File: src/rtl/spi_reg_burst_if.sv
// SPI pins plus register-side bus of spi_reg_burst, grouped for port connection.
// slave: the spi_reg_burst block; master: the SPI host and register file driving it.
interface spi_reg_burst_if #(
    parameter int unsigned ADDR_W = 6,
    parameter int unsigned REG_W  = 16
);
    logic [1:0]        mode;
    logic              sclk;
    logic              mosi;
    logic              nss;
    logic              miso;
    logic [ADDR_W-1:0] reg_addr;
    logic [REG_W-1:0]  reg_data_i;
    logic [REG_W-1:0]  reg_data_o;
    logic              reg_data_o_vld;
    logic              reg_rd_stb;
    logic [7:0]        status;
    logic [5:0]        fastcmd;
    logic              fastcmd_vld;
    logic              frame_err;

    modport master (
        output mode, sclk, mosi, nss, reg_data_i, status,
        input  miso, reg_addr, reg_data_o, reg_data_o_vld, reg_rd_stb,
               fastcmd, fastcmd_vld, frame_err
    );

    modport slave (
        input  mode, sclk, mosi, nss, reg_data_i, status,
        output miso, reg_addr, reg_data_o, reg_data_o_vld, reg_rd_stb,
               fastcmd, fastcmd_vld, frame_err
    );
endinterface

File: src/rtl/spi_reg_burst.sv
// SPI slave giving burst read/write access to a register file, with a command byte,
// auto-incrementing address, fast commands and mid-word abort detection.
module spi_reg_burst #(
    parameter int unsigned ADDR_W      = 6,
    parameter int unsigned REG_W       = 16,
    parameter int unsigned SYNC_STAGES = 2
) (
    input  logic           clk,
    input  logic           nrst,
    spi_reg_burst_if.slave bus
);
    localparam int unsigned CNT_W = 6;
    localparam int unsigned SYN_W = SYNC_STAGES + 1;

    typedef enum logic [2:0] {
        WAIT_DESEL,
        IDLE,
        CMD,
        DATA,
        DRAIN
    } state_e;

    logic [SYN_W-1:0]  sclk_sr_q;
    logic [SYN_W-1:0]  mosi_sr_q;
    logic [SYN_W-1:0]  nss_sr_q;

    state_e            state_q;
    logic [1:0]        mode_q;
    logic              first_q;
    logic              reload_q;
    logic              wr_q;
    logic              inc_q;
    logic [CNT_W-1:0]  cnt_q;
    logic [REG_W-1:0]  osr_q;
    logic [REG_W-1:0]  isr_q;
    logic [REG_W-1:0]  reg_data_o_q;
    logic [ADDR_W-1:0] reg_addr_q;
    logic [5:0]        fastcmd_q;
    logic              miso_q;
    logic              vld_q;
    logic              rd_stb_q;
    logic              fast_vld_q;
    logic              frame_err_q;

    logic              sclk_s;
    logic              sclk_h;
    logic              nss_s;
    logic              nss_fall;
    logic              bit_in;
    logic              lead;
    logic              trail;
    logic              sample_ev;
    logic              shift_ev;
    logic              word_done;
    logic [REG_W-1:0]  word_in;
    logic [7:0]        cmd;

    // Pin synchronisers; the extra top flop is the history used for edge detection.
    always_ff @(posedge clk or negedge nrst) begin
        if (!nrst) begin
            sclk_sr_q <= '0;
            mosi_sr_q <= '0;
            nss_sr_q  <= '0;
        end else begin
            sclk_sr_q <= {sclk_sr_q[SYN_W-2:0], bus.sclk};
            mosi_sr_q <= {mosi_sr_q[SYN_W-2:0], bus.mosi};
            nss_sr_q  <= {nss_sr_q[SYN_W-2:0], bus.nss};
        end
    end

    // Edge classification from the frame's captured {CPOL,CPHA}.
    always_comb begin
        sclk_s    = sclk_sr_q[SYNC_STAGES-1];
        sclk_h    = sclk_sr_q[SYNC_STAGES];
        nss_s     = nss_sr_q[SYNC_STAGES-1];
        nss_fall  = ~nss_sr_q[SYNC_STAGES-1] & nss_sr_q[SYNC_STAGES];
        bit_in    = mosi_sr_q[SYNC_STAGES];
        lead      = mode_q[1] ? (~sclk_s & sclk_h) : (sclk_s & ~sclk_h);
        trail     = mode_q[1] ? (sclk_s & ~sclk_h) : (~sclk_s & sclk_h);
        sample_ev = mode_q[0] ? trail : lead;
        shift_ev  = mode_q[0] ? (lead & ~first_q) : trail;
        word_in   = {isr_q[REG_W-2:0], bit_in};
        cmd       = word_in[7:0];
        word_done = ((state_q == CMD)  && (cnt_q == CNT_W'(7))) ||
                    ((state_q == DATA) && (cnt_q == CNT_W'(REG_W - 1)));
    end

    always_ff @(posedge clk or negedge nrst) begin
        if (!nrst) begin
            state_q      <= WAIT_DESEL;
            mode_q       <= '0;
            first_q      <= 1'b0;
            reload_q     <= 1'b0;
            wr_q         <= 1'b0;
            inc_q        <= 1'b0;
            cnt_q        <= '0;
            osr_q        <= '0;
            isr_q        <= '0;
            reg_data_o_q <= '0;
            reg_addr_q   <= '0;
            fastcmd_q    <= '0;
            miso_q       <= 1'b0;
            vld_q        <= 1'b0;
            rd_stb_q     <= 1'b0;
            fast_vld_q   <= 1'b0;
            frame_err_q  <= 1'b0;
        end else begin
            vld_q       <= 1'b0;
            rd_stb_q    <= 1'b0;
            fast_vld_q  <= 1'b0;
            frame_err_q <= 1'b0;
            inc_q       <= 1'b0;
            // Address advances one clk after the strobe that used it.
            if (inc_q) begin
                reg_addr_q <= reg_addr_q + ADDR_W'(1);
            end
            case (state_q)
                WAIT_DESEL: begin
                    if (nss_s) begin
                        state_q <= IDLE;
                    end
                end
                IDLE: begin
                    if (nss_fall) begin
                        state_q  <= CMD;
                        mode_q   <= bus.mode;
                        first_q  <= 1'b1;
                        reload_q <= 1'b0;
                        cnt_q    <= '0;
                        osr_q    <= REG_W'(bus.status) << (REG_W - 8);
                        miso_q   <= bus.status[7];
                    end
                end
                CMD, DATA: begin
                    // Deselect has priority over any edge seen in the same clk.
                    if (nss_s) begin
                        state_q     <= IDLE;
                        frame_err_q <= (cnt_q != '0);
                        reload_q    <= 1'b0;
                        miso_q      <= 1'b0;
                    end else begin
                        if (lead) begin
                            first_q <= 1'b0;
                        end
                        if (shift_ev) begin
                            if (reload_q) begin
                                osr_q    <= bus.reg_data_i;
                                miso_q   <= bus.reg_data_i[REG_W-1];
                                rd_stb_q <= 1'b1;
                                inc_q    <= 1'b1;
                                reload_q <= 1'b0;
                            end else begin
                                osr_q  <= osr_q << 1;
                                miso_q <= osr_q[REG_W-2];
                            end
                        end
                        if (sample_ev) begin
                            isr_q <= word_in;
                            cnt_q <= word_done ? '0 : cnt_q + CNT_W'(1);
                            if (word_done && (state_q == CMD)) begin
                                reg_addr_q <= cmd[ADDR_W-1:0];
                                case (cmd[7:6])
                                    2'b00: begin
                                        state_q  <= DATA;
                                        wr_q     <= 1'b0;
                                        reload_q <= 1'b1;
                                    end
                                    2'b10: begin
                                        state_q <= DATA;
                                        wr_q    <= 1'b1;
                                    end
                                    2'b11: begin
                                        state_q    <= DRAIN;
                                        fastcmd_q  <= cmd[5:0];
                                        fast_vld_q <= 1'b1;
                                        miso_q     <= 1'b0;
                                    end
                                    default: begin
                                        state_q <= DRAIN;
                                        miso_q  <= 1'b0;
                                    end
                                endcase
                            end else if (word_done) begin
                                if (wr_q) begin
                                    reg_data_o_q <= word_in;
                                    vld_q        <= 1'b1;
                                    inc_q        <= 1'b1;
                                end else begin
                                    reload_q <= 1'b1;
                                end
                            end
                        end
                    end
                end
                DRAIN: begin
                    if (nss_s) begin
                        state_q <= IDLE;
                    end
                end
                default: begin
                    state_q <= WAIT_DESEL;
                end
            endcase
        end
    end

    assign bus.miso           = miso_q;
    assign bus.reg_addr       = reg_addr_q;
    assign bus.reg_data_o     = reg_data_o_q;
    assign bus.reg_data_o_vld = vld_q;
    assign bus.reg_rd_stb     = rd_stb_q;
    assign bus.fastcmd        = fastcmd_q;
    assign bus.fastcmd_vld    = fast_vld_q;
    assign bus.frame_err      = frame_err_q;
endmodule

File: src/flat_wrapper.sv
// flat-port wrapper written by rule: the top's interface ports become plain ports
module spi_reg_burst_flat 
#(
    parameter int unsigned ADDR_W      = 6,
    parameter int unsigned REG_W       = 16,
    parameter int unsigned SYNC_STAGES = 2
)
  (clk, nrst, bus_mode, bus_sclk, bus_mosi, bus_nss, bus_reg_data_i, bus_status, bus_miso, bus_reg_addr, bus_reg_data_o, bus_reg_data_o_vld, bus_reg_rd_stb, bus_fastcmd, bus_fastcmd_vld, bus_frame_err);
  spi_reg_burst_if #(.ADDR_W(ADDR_W), .REG_W(REG_W)) bus_i ();
  input  logic clk;
  input  logic nrst;
  input wire logic [$bits(bus_i.mode)-1:0] bus_mode;
  input wire logic [$bits(bus_i.sclk)-1:0] bus_sclk;
  input wire logic [$bits(bus_i.mosi)-1:0] bus_mosi;
  input wire logic [$bits(bus_i.nss)-1:0] bus_nss;
  input wire logic [$bits(bus_i.reg_data_i)-1:0] bus_reg_data_i;
  input wire logic [$bits(bus_i.status)-1:0] bus_status;
  output wire logic [$bits(bus_i.miso)-1:0] bus_miso;
  output wire logic [$bits(bus_i.reg_addr)-1:0] bus_reg_addr;
  output wire logic [$bits(bus_i.reg_data_o)-1:0] bus_reg_data_o;
  output wire logic [$bits(bus_i.reg_data_o_vld)-1:0] bus_reg_data_o_vld;
  output wire logic [$bits(bus_i.reg_rd_stb)-1:0] bus_reg_rd_stb;
  output wire logic [$bits(bus_i.fastcmd)-1:0] bus_fastcmd;
  output wire logic [$bits(bus_i.fastcmd_vld)-1:0] bus_fastcmd_vld;
  output wire logic [$bits(bus_i.frame_err)-1:0] bus_frame_err;
  assign bus_i.mode = bus_mode;
  assign bus_i.sclk = bus_sclk;
  assign bus_i.mosi = bus_mosi;
  assign bus_i.nss = bus_nss;
  assign bus_i.reg_data_i = bus_reg_data_i;
  assign bus_i.status = bus_status;
  assign bus_miso = bus_i.miso;
  assign bus_reg_addr = bus_i.reg_addr;
  assign bus_reg_data_o = bus_i.reg_data_o;
  assign bus_reg_data_o_vld = bus_i.reg_data_o_vld;
  assign bus_reg_rd_stb = bus_i.reg_rd_stb;
  assign bus_fastcmd = bus_i.fastcmd;
  assign bus_fastcmd_vld = bus_i.fastcmd_vld;
  assign bus_frame_err = bus_i.frame_err;
  spi_reg_burst #(.ADDR_W(ADDR_W), .REG_W(REG_W), .SYNC_STAGES(SYNC_STAGES)) u_core (.clk(clk), .nrst(nrst), .bus(bus_i));
endmodule
File: config.mk
export PLATFORM = sky130hd
export DESIGN_NAME = spi_reg_burst_flat
export DESIGN_NICKNAME = d
export VERILOG_FILES = /design/src/rtl/spi_reg_burst_if.sv /design/src/rtl/spi_reg_burst.sv /design/src/flat_wrapper.sv
export SDC_FILE = /design/constraint.sdc
export NUM_CORES = 1
export LEC_CHECK = 0
export BUFFER_PORTS_ARGS = -buffer_cell sky130_fd_sc_hd__buf_2
export CAP_MARGIN = 20
export CORE_MARGIN = 3
export CORE_UTILIZATION = 56
export DETAILED_ROUTE_END_ITERATION = 6
export PLACE_DENSITY_LB_ADDON = 0.12
export SLEW_MARGIN = 25
export SYNTH_ARGS = -nofsm -noshare
export SYNTH_HDL_FRONTEND = slang
export SYNTH_SLANG_ARGS = --single-unit
export TNS_END_PERCENT = 10
File: constraint.sdc
create_clock -name clk -period 2.45 [get_ports clk]
set_input_delay 0.245 -clock clk [delete_from_list [all_inputs] [get_ports clk]]
set_output_delay 0.245 -clock clk [all_outputs]
set_load 0.02 [all_outputs]
* Word-level counts from Yosys, hierarchy flattened
Cells that the tools add are included.
** Cells by class
- Add/sub/neg operators :: 2
- Equality and inequality tests :: 16
- Mux-type cells :: 71
- Bitwise operators :: 9
- Reductions and logical operators :: 22
** Operators by type and width (count)
- 2-to-1 mux 15 bit :: 4
- 2-to-1 mux 6 bit :: 9
- 2-to-1 mux 1 bit :: 45
- one-hot mux 15 bit (2 select lines) :: 1
- 2-to-1 mux 3 bit :: 6
- AND reduction 4 bit :: 4
- adder 6 x 1 -> 6 bit (second input constant) :: 2
- one-hot mux 6 bit (2 select lines) :: 1
- != test 2 x 1 -> 1 bit (second input constant) :: 5
- AND reduction 5 bit :: 2
- one-hot mux 3 bit (3 select lines) :: 1
- one-hot mux 1 bit (2 select lines) :: 4
- equality test 3 x 2 -> 1 bit (second input constant) :: 2
- equality test 6 x 3 -> 1 bit (second input constant) :: 1
- equality test 6 x 4 -> 1 bit (second input constant) :: 1
- != test 3 x 1 -> 1 bit (second input constant) :: 2
- AND reduction 6 bit :: 1
- nonzero test 6 bit :: 1
- OR reduction 2 bit :: 3
- inverter 1 bit :: 5
- bitwise AND 1 bit :: 4
- equality test 2 bit (second input constant) :: 2
- AND reduction 2 bit :: 2
- nonzero test 2 bit :: 2
- other kinds (8) :: 10
** Storage, ports and cells
- Register bits after elaboration :: 87
- Input port bits :: 31
- Word-level logic and storage cells :: 140

* Longest topological paths before layout
Gate-level depths: netlist of the first run.
- Depth in word-level cells :: 12
- Depth in mapped cells :: 8

* Least setup slack after synthesis of the first run
Ideal clock, no wire load.
- Path kind :: reg-to-reg
- Start point :: register u_core.mode_q[1]
- End point :: register u_core.reg_data_o_q[10], in the netlist u_core.bus.reg_data_o[10]
- Setup time :: 0.125 ns
- Data arrival time :: 1.986 ns
- Data required time :: 2.325 ns
- Path slack :: 0.340 ns
- Stages on the path, launching flop included :: 7
- Clock period less this slack :: 2.110 ns
- Path through :: dfrtp_1 -> xor2_1 -> mux2i_2 -> nand2_4 -> nor3_4 -> buf_6 -> mux2_2
** On the way
- Longest elaborated chain between the ends :: 3
** Ends and longest elaborated chain
- from (decl) :: RTL line spi_reg_burst.sv:28 : logic [1:0] mode_q;
- from (signal assigned) :: RTL line spi_reg_burst.sv:126 : mode_q <= bus.mode;
- 2-to-1 mux 1 bit (on tied branches) :: RTL line spi_reg_burst.sv:78, spi_reg_burst.sv:79
- 2-to-1 mux 1 bit (*) :: RTL line spi_reg_burst.sv:80 : sample_ev = mode_q[0] ? trail : lead;
- AND reduction 6 bit (no source line) (*)
- to (signal assigned) :: RTL line spi_reg_burst.sv:185 : reg_data_o_q <= word_in;
- to (decl) :: RTL line spi_reg_burst.sv:36 : logic [REG_W-1:0] reg_data_o_q;
Every way passes the cells marked *; elsewhere a longest branch is shown, timed or not.
A chain may end at the register's enable or synchronous reset.

* Worst setup path in the final report of the first run
- Start point :: register u_core.mode_q[1]
- End point :: register u_core.reg_data_o_q[3], in the netlist u_core.bus.reg_data_o[3]
Same word-level chain as after synthesis.

==> results.toml, run 1 <==
[placement]
dp_hpwl_mm = 4.994
gp_congestion = 0.8403
dp_slack_ns = 0.3137
placedCellCount = 462
portBuffers = 63

[detailed_routing]
drt_iter0_drc = 103
ant_nets = 0
drc = 0
dr.pass1.iters = 4
drt_wl_total_mm = 7.195
vias_per_cell = 5.577
via_count = 2688
wl_per_cell_um = 14.93

[setup_path]
required_ns = 2.69
startpoint_type = "register"
r2r_setup_slack_ns = 0.30
endpoint_kind = "register"
cp.arrival_ns = 2.40
crit_path_max_fanout = 17
critPathKind = "register to register"

[logic_synthesis]
synth_area_per_cell_um2 = 11.74
postSynthCellCount = 329
synth_seq_cells = 87
synthArstFlopShare_pct = 100.0
yosys_warnings = 0
netlist_area_mm2 = 0.003861
synth_edf_count = 0
syn_nets = 363
ys_seq_area_share_pct = 56.38
synth_flop_cell = "dfrtp_1"
yosysUniqueCellTypes = 49

[global_routing]
grt_pass1_vias = 2609
grt_overflow = 0
grt_pass1_wl_mm = 12.16
grt_max_degree = 47
grt_use_total_pct = 20.02
antenna_found_initial = 0

[finish]
nFillCells = 508
layout.cells.non_filler = 482
area_growth_pct = 17.43
diodes = 0
drive_gt1_share_pct = 34.32
fin_util_pct = 69.43
final_net_count = 434

[clock_network]
htreeDepth = 3
cts_tree = "yes"
insertion_delay_ns = 0.35
clock_sinks = 87
cts_buffers = 9
clk_path_buf_depth = 2
cts_resized = 0
path_clk_slew_ns = 0.09
root_buffer = "clkbuf_8"

[die]
die_h_um = 89.04
dieArea_mm2 = 0.007927
chipWidth_um = 89.04
num_rows = 29
core_area_mm2 = 0.006531
start_util_pct = 59.12
ios = 64

[sta]
layout_min_cycle_time_ns = 2.153
post-route-period-util_pct = 87.87
final.setup.tns_ns = 0
setup_viol = 0
rsz0062_at_grt = "false"
maxSlewViolCount = 0
worst_pin_slew_ns = 0.8908
fmax_mhz = 464.5
fin_skew_ns = 0.009484
setup_ws_ns = 0.2972
hold_viol_final = 0
slew_headroom_pct = 40.61

[job]
cap_violations = 0

[outcome]
status = "finished, final reports clean"

[power_and_ir_drop]
p_per_area_mw_per_mm2 = 797.5
p_leak_nw = 2.235
vdd_drop_max_mv = 0.4864

[worst_hold_path]
min_path_type = "primary input to register"
-- kinds of logic (layout without fill, tap and decap cells) --
kind of cell,after synthesis,count (layout),synth area share [%]
adder cells (fa/ha/maj),3,3,0.9722
AND/OR/NAND/NOR,90,90,12.25
multiplexers,59,59,16.72
buffers and inverters,22,98,2.495
AO/OA/AOI/OAI,62,62,9.819
XOR/XNOR,6,6,1.361
flip-flops,87,87,56.38
-- power breakdown --
part	internal [mW]	total (mW)	switching [mW]	leakage [nW]
clock network	0.513	1.03	0.522	0.105
logic	0.356	0.788	0.431	0.966
registers	1.61	1.79	0.187	1.16
-- cell usage in the layout (no fill, tap or decap), types with 5 or more instances in the layout --
cell	count
nand2b_1	5
nor2_1	22
inv_1	6
mux2_2	41
dfrtp_1	87
nand3_1	20
clkbuf_8	10
nand2_1	14
o31ai_1	9
mux2i_1	17
nor3_1	5
buf_2	62
buf_4	9
o21ai_0	18
a21oi_1	18
-- flip-flops by register name (all words and copies together), names as in the netlist, 6 cells and up --
signal                 count
u_core.bus.fastcmd         6
u_core.bus.reg_addr        6
u_core.bus.reg_data_o     16
u_core.cnt_q               6
u_core.isr_q              15
u_core.osr_q              15
-- layout make-up --
| cell class | count | area (µm²) | area share (%) |
|---|---|---|---|
| clock buffers | 10 | 137.6 | 3.035 |
| clock inverters | 6 | 75.07 | 1.656 |
| inverters | 6 | 22.52 | 0.4967 |
| multi-input cells | 220 | 1588 | 35.02 |
| flip-flops and latches | 87 | 2177 | 48.01 |
| well taps | 77 | 96.34 | 2.125 |
| repair buffers | 76 | 437.9 | 9.658 |
-- synth_stat cells, types with 3 or more instances --
| master | instances | area share, % |
|---|---|---|
| nor2_1 | 22 | 2.1 |
| o31ai_1 | 9 | 1.7 |
| mux2_2 | 41 | 12 |
| nand2b_1 | 5 | 0.81 |
| ha_1 | 3 | 0.97 |
| nor3_1 | 5 | 0.65 |
| clkbuf_1 | 8 | 0.78 |
| or2_2 | 4 | 0.65 |
| dfrtp_1 | 87 | 56 |
| nand2_1 | 14 | 1.4 |
| nor2b_1 | 3 | 0.49 |
| inv_1 | 6 | 0.58 |
| mux2i_1 | 17 | 4.4 |
| buf_2 | 4 | 0.52 |
| xor2_1 | 4 | 0.91 |
| nand3_1 | 20 | 2.6 |
| o21a_1 | 3 | 0.58 |
| o21ai_0 | 18 | 2.3 |
| a21oi_1 | 18 | 2.3 |
-- critical path, stage by stage, from the launching register on --
cell	delay, ns
dfrtp_1	0.46
xor2_1	0.30
mux2i_2	0.38
nand2_4	0.11
nor3_4	0.16
buf_4	0.27
mux2_2	0.37
-- per-stage QoR --
stage	power, mW	cell area, µm²	hold WS, ns
floorplan	2.365	3861	-0.05059
detailed placement	2.599	4282	0.2638
CTS	3.650	4534	0.1235
global route	3.836	4534	0.1393
global placement	2.575	4282	0.2637
finish	3.616	4534	0.1382
-- per-layer routing --
metal	wire [µm]	up-vias	global-route usage, %	share of wire [%]
met1	3426	1304	28.84	48
met5	0	-	0	0
met3	303	11	3.687	4.2
met4	136	0	9.337	1.9
li1	-	1316	-	-
met2	3328	57	29.69	46
-- final timing paths --
kind	start	to	depth (start not counted)
setup / recovery	u_core.mode_q[1]$_DFFE_PN0P_	u_core.bus.reg_data_o[3]$_DFFE_PN0P_	6
hold / removal	bus_mode[1]	u_core.mode_q[1]$_DFFE_PN0P_	2
setup reg to reg	u_core.mode_q[1]$_DFFE_PN0P_	u_core.bus.reg_data_o[3]$_DFFE_PN0P_	6
hold reg to reg	u_core.nss_sr_q[0]$_DFF_PN0_	u_core.nss_sr_q[1]$_DFF_PN0_	0
max in group asynchronous	nrst	u_core.bus.reg_addr[2]$_DFF_PN0_	3
min in group asynchronous	nrst	u_core.osr_q[7]$_DFFE_PN0P_	2
-- what timing repair did --
item | 4_1_cts | 5_1_grt
endpoints found under the hold margin | 44 | 0
hold buffers | 4 | 0
buffers inserted | 0 | 0
(Power assumes the default switching activity.)
==> run 2, diff against run 1 <==
- GPL_TIMING_DRIVEN: not set -> 0
==> run 2 against run 1 <==
Against the previous run:
- global-route usage up 0.65 points
- critical path depth decreased by 1
- hold slack worse by 0.015 ns
- register-to-register slack worse by 0.08 ns
- sequential share of layout area is 0.69 points lower
- die area stayed put
- critical path type unchanged
- largest power group unchanged
==> results.toml, run 2 (synthesis results as in run 1) <==
[setup_path]
crit_buf_inv = 0
required_ns = 2.70
crit_path_max_fanout = 6
path_depth = 5
cp_slowest_stage_delay_ns = 0.46
cp.arrival_ns = 2.48
endpoint_kind = "register"
worstReg2RegStart = "u_core.cnt_q[3]$_DFFE_PN0P_"
cp-startpoint = "u_core.cnt_q[3]$_DFFE_PN0P_"
cpLargestDelayFamily = "simple AND/OR/NAND/NOR gates"
slowest_stage = "nor3_1"
crit_chain = "or3_1 -> nor3_1 -> nand3_1 -> nor2_2 -> mux2_2"
startpoint_type = "register"
reg2reg_depth = 5
r2r_setup_slack_ns = 0.21
r2r-end = "u_core.bus.fastcmd[2]$_DFFE_PN0P_"
critPathKind = "register to register"
cp-endpoint = "u_core.bus.fastcmd[2]$_DFFE_PN0P_"

[global_routing]
grt_use_total_pct = 20.66
gr-max-usage-layer = "met2"
grt_max_degree = 67
grt_overflow = 0
antenna_found_initial = 0
use_met1_pct = 27.26
grt_pass1_vias = 2667
grtUsageMet3_pct = 4.240
grt_pass1_wl_mm = 12.54
use_met2_pct = 33.40

[clock_network]
cts_buffers = 9
root_buffer = "clkbuf_8"
path_clk_slew_ns = 0.09
clock_sinks = 87
cts_resized = 0
clk_path_buf_depth = 2
insertion_delay_ns = 0.35
cts_tree = "yes"
htreeDepth = 3

[die]
start_util_pct = 59.12
die_h_um = 89.04
dieArea_mm2 = 0.007927
chipWidth_um = 89.04
ios = 64
core_area_mm2 = 0.006531
num_rows = 29

[sta]
setup_viol = 0
maxSlewViolCount = 0
slew_headroom_pct = 54.67
post-route-period-util_pct = 91.24
final.setup.tns_ns = 0
setup_ws_ns = 0.2146
rsz0062_at_grt = "false"
layout_min_cycle_time_ns = 2.235
hold_viol_final = 0
worst_pin_slew_ns = 0.6799
fmax_mhz = 447.3
fin_skew_ns = 0.009138

[placement]
dp_slack_ns = 0.06988
dp_hpwl_mm = 5.250
placedCellCount = 470
portBuffers = 63
dpl_cell_area_mm2 = 0.004307
gp_congestion = 0.8406

[finish]
drive_gt1_share_pct = 33.49
largest_reg_flops = 16
area_growth_pct = 19.15
nFillCells = 481
final_area_mm2 = 0.004601
layout.cells.non_filler = 492
final_common_cell = "dfrtp_1"
final_net_count = 444
diodes = 0
layout_common_cells = "dfrtp_1, buf_2, mux2_2, nor2_1, nand3_1"

[worst_hold_path]
holdPathStages = 2
min_path_type = "primary input to register"

[outcome]
status = "finished, final reports clean"

[job]
cap_violations = 0

[detailed_routing]
drt_wl_total_mm = 7.619
wl_per_cell_um = 15.49
ant_nets = 0
dr.pass1.iters = 4
via_count = 2787
vias_per_cell = 5.665
drc = 0
drt_iter0_drc = 152

[power_and_ir_drop]
p_leak_nw = 2.262
total_power_mw = 3.751
p_per_area_mw_per_mm2 = 815.2
vdd_drop_max_mv = 0.4857
run 2: layer usage:
metal	routed length, µm	vias to the layer above
met1	3487	1370
met5	0	-
met2	3701	66
met4	72	0
met3	358	9
li1	-	1342
run 2: worst min-delay path by stage:
| stage | start | endpoint | slack [ns] |
|---|---|---|---|
| 6_report | bus_mode[1] | u_core.mode_q[1]$_DFFE_PN0P_ | 0.12 |
| 5_1_grt | bus_mode[1] | u_core.mode_q[1]$_DFFE_PN0P_ | 0.12 |
| 4_1_cts | bus_mode[1] | u_core.mode_q[1]$_DFFE_PN0P_ | 0.11 |
| 3_5_place_dp | nrst | u_core.osr_q[6]$_DFFE_PN0P_ | 0.11 |
| 3_3_place_gp | u_core.mosi_sr_q[0]$_DFF_PN0_ | u_core.mosi_sr_q[1]$_DFF_PN0_ | 0.33 |
| 2_1_floorplan | nrst | u_core.bus.fastcmd[0]$_DFFE_PN0P_ | -0.05 |
run 2: timing repair:
action	CTS	global route
hold buffers	4	0
endpoints found under the hold margin	24	0
setup endpoints to repair	0	9
buffers inserted	0	2
run 2: layout make-up:
| class | instances | area [µm²] | share of cell area (%) |
|---|---|---|---|
| inverters | 6 | 22.52 | 0.4895 |
| plain buffers | 16 | 73.82 | 1.605 |
| clock buffers | 11 | 151.4 | 3.291 |
| clock inverters | 5 | 87.58 | 1.904 |
| multi-input cells | 220 | 1588 | 34.51 |
| well taps | 77 | 96.34 | 2.094 |
| flip-flops and latches | 87 | 2177 | 47.32 |
| repair buffers | 70 | 404.1 | 8.784 |
run 2: report_power, final:
group / internal [mW] / switching [mW] / leakage, nW
sequential: 1.61 / 0.149 / 1.16
combinational: 0.357 / 0.484 / 0.980
clock: 0.639 / 0.515 / 0.118
run 2: stage by stage:
step	util, %	hold WS, ns
global route	70.44	0.1198
finish	70.44	0.1233
CTS	70.21	0.1070
detailed placement	65.94	0.1066
floorplan	-	-0.05059
global placement	65.42	0.3321
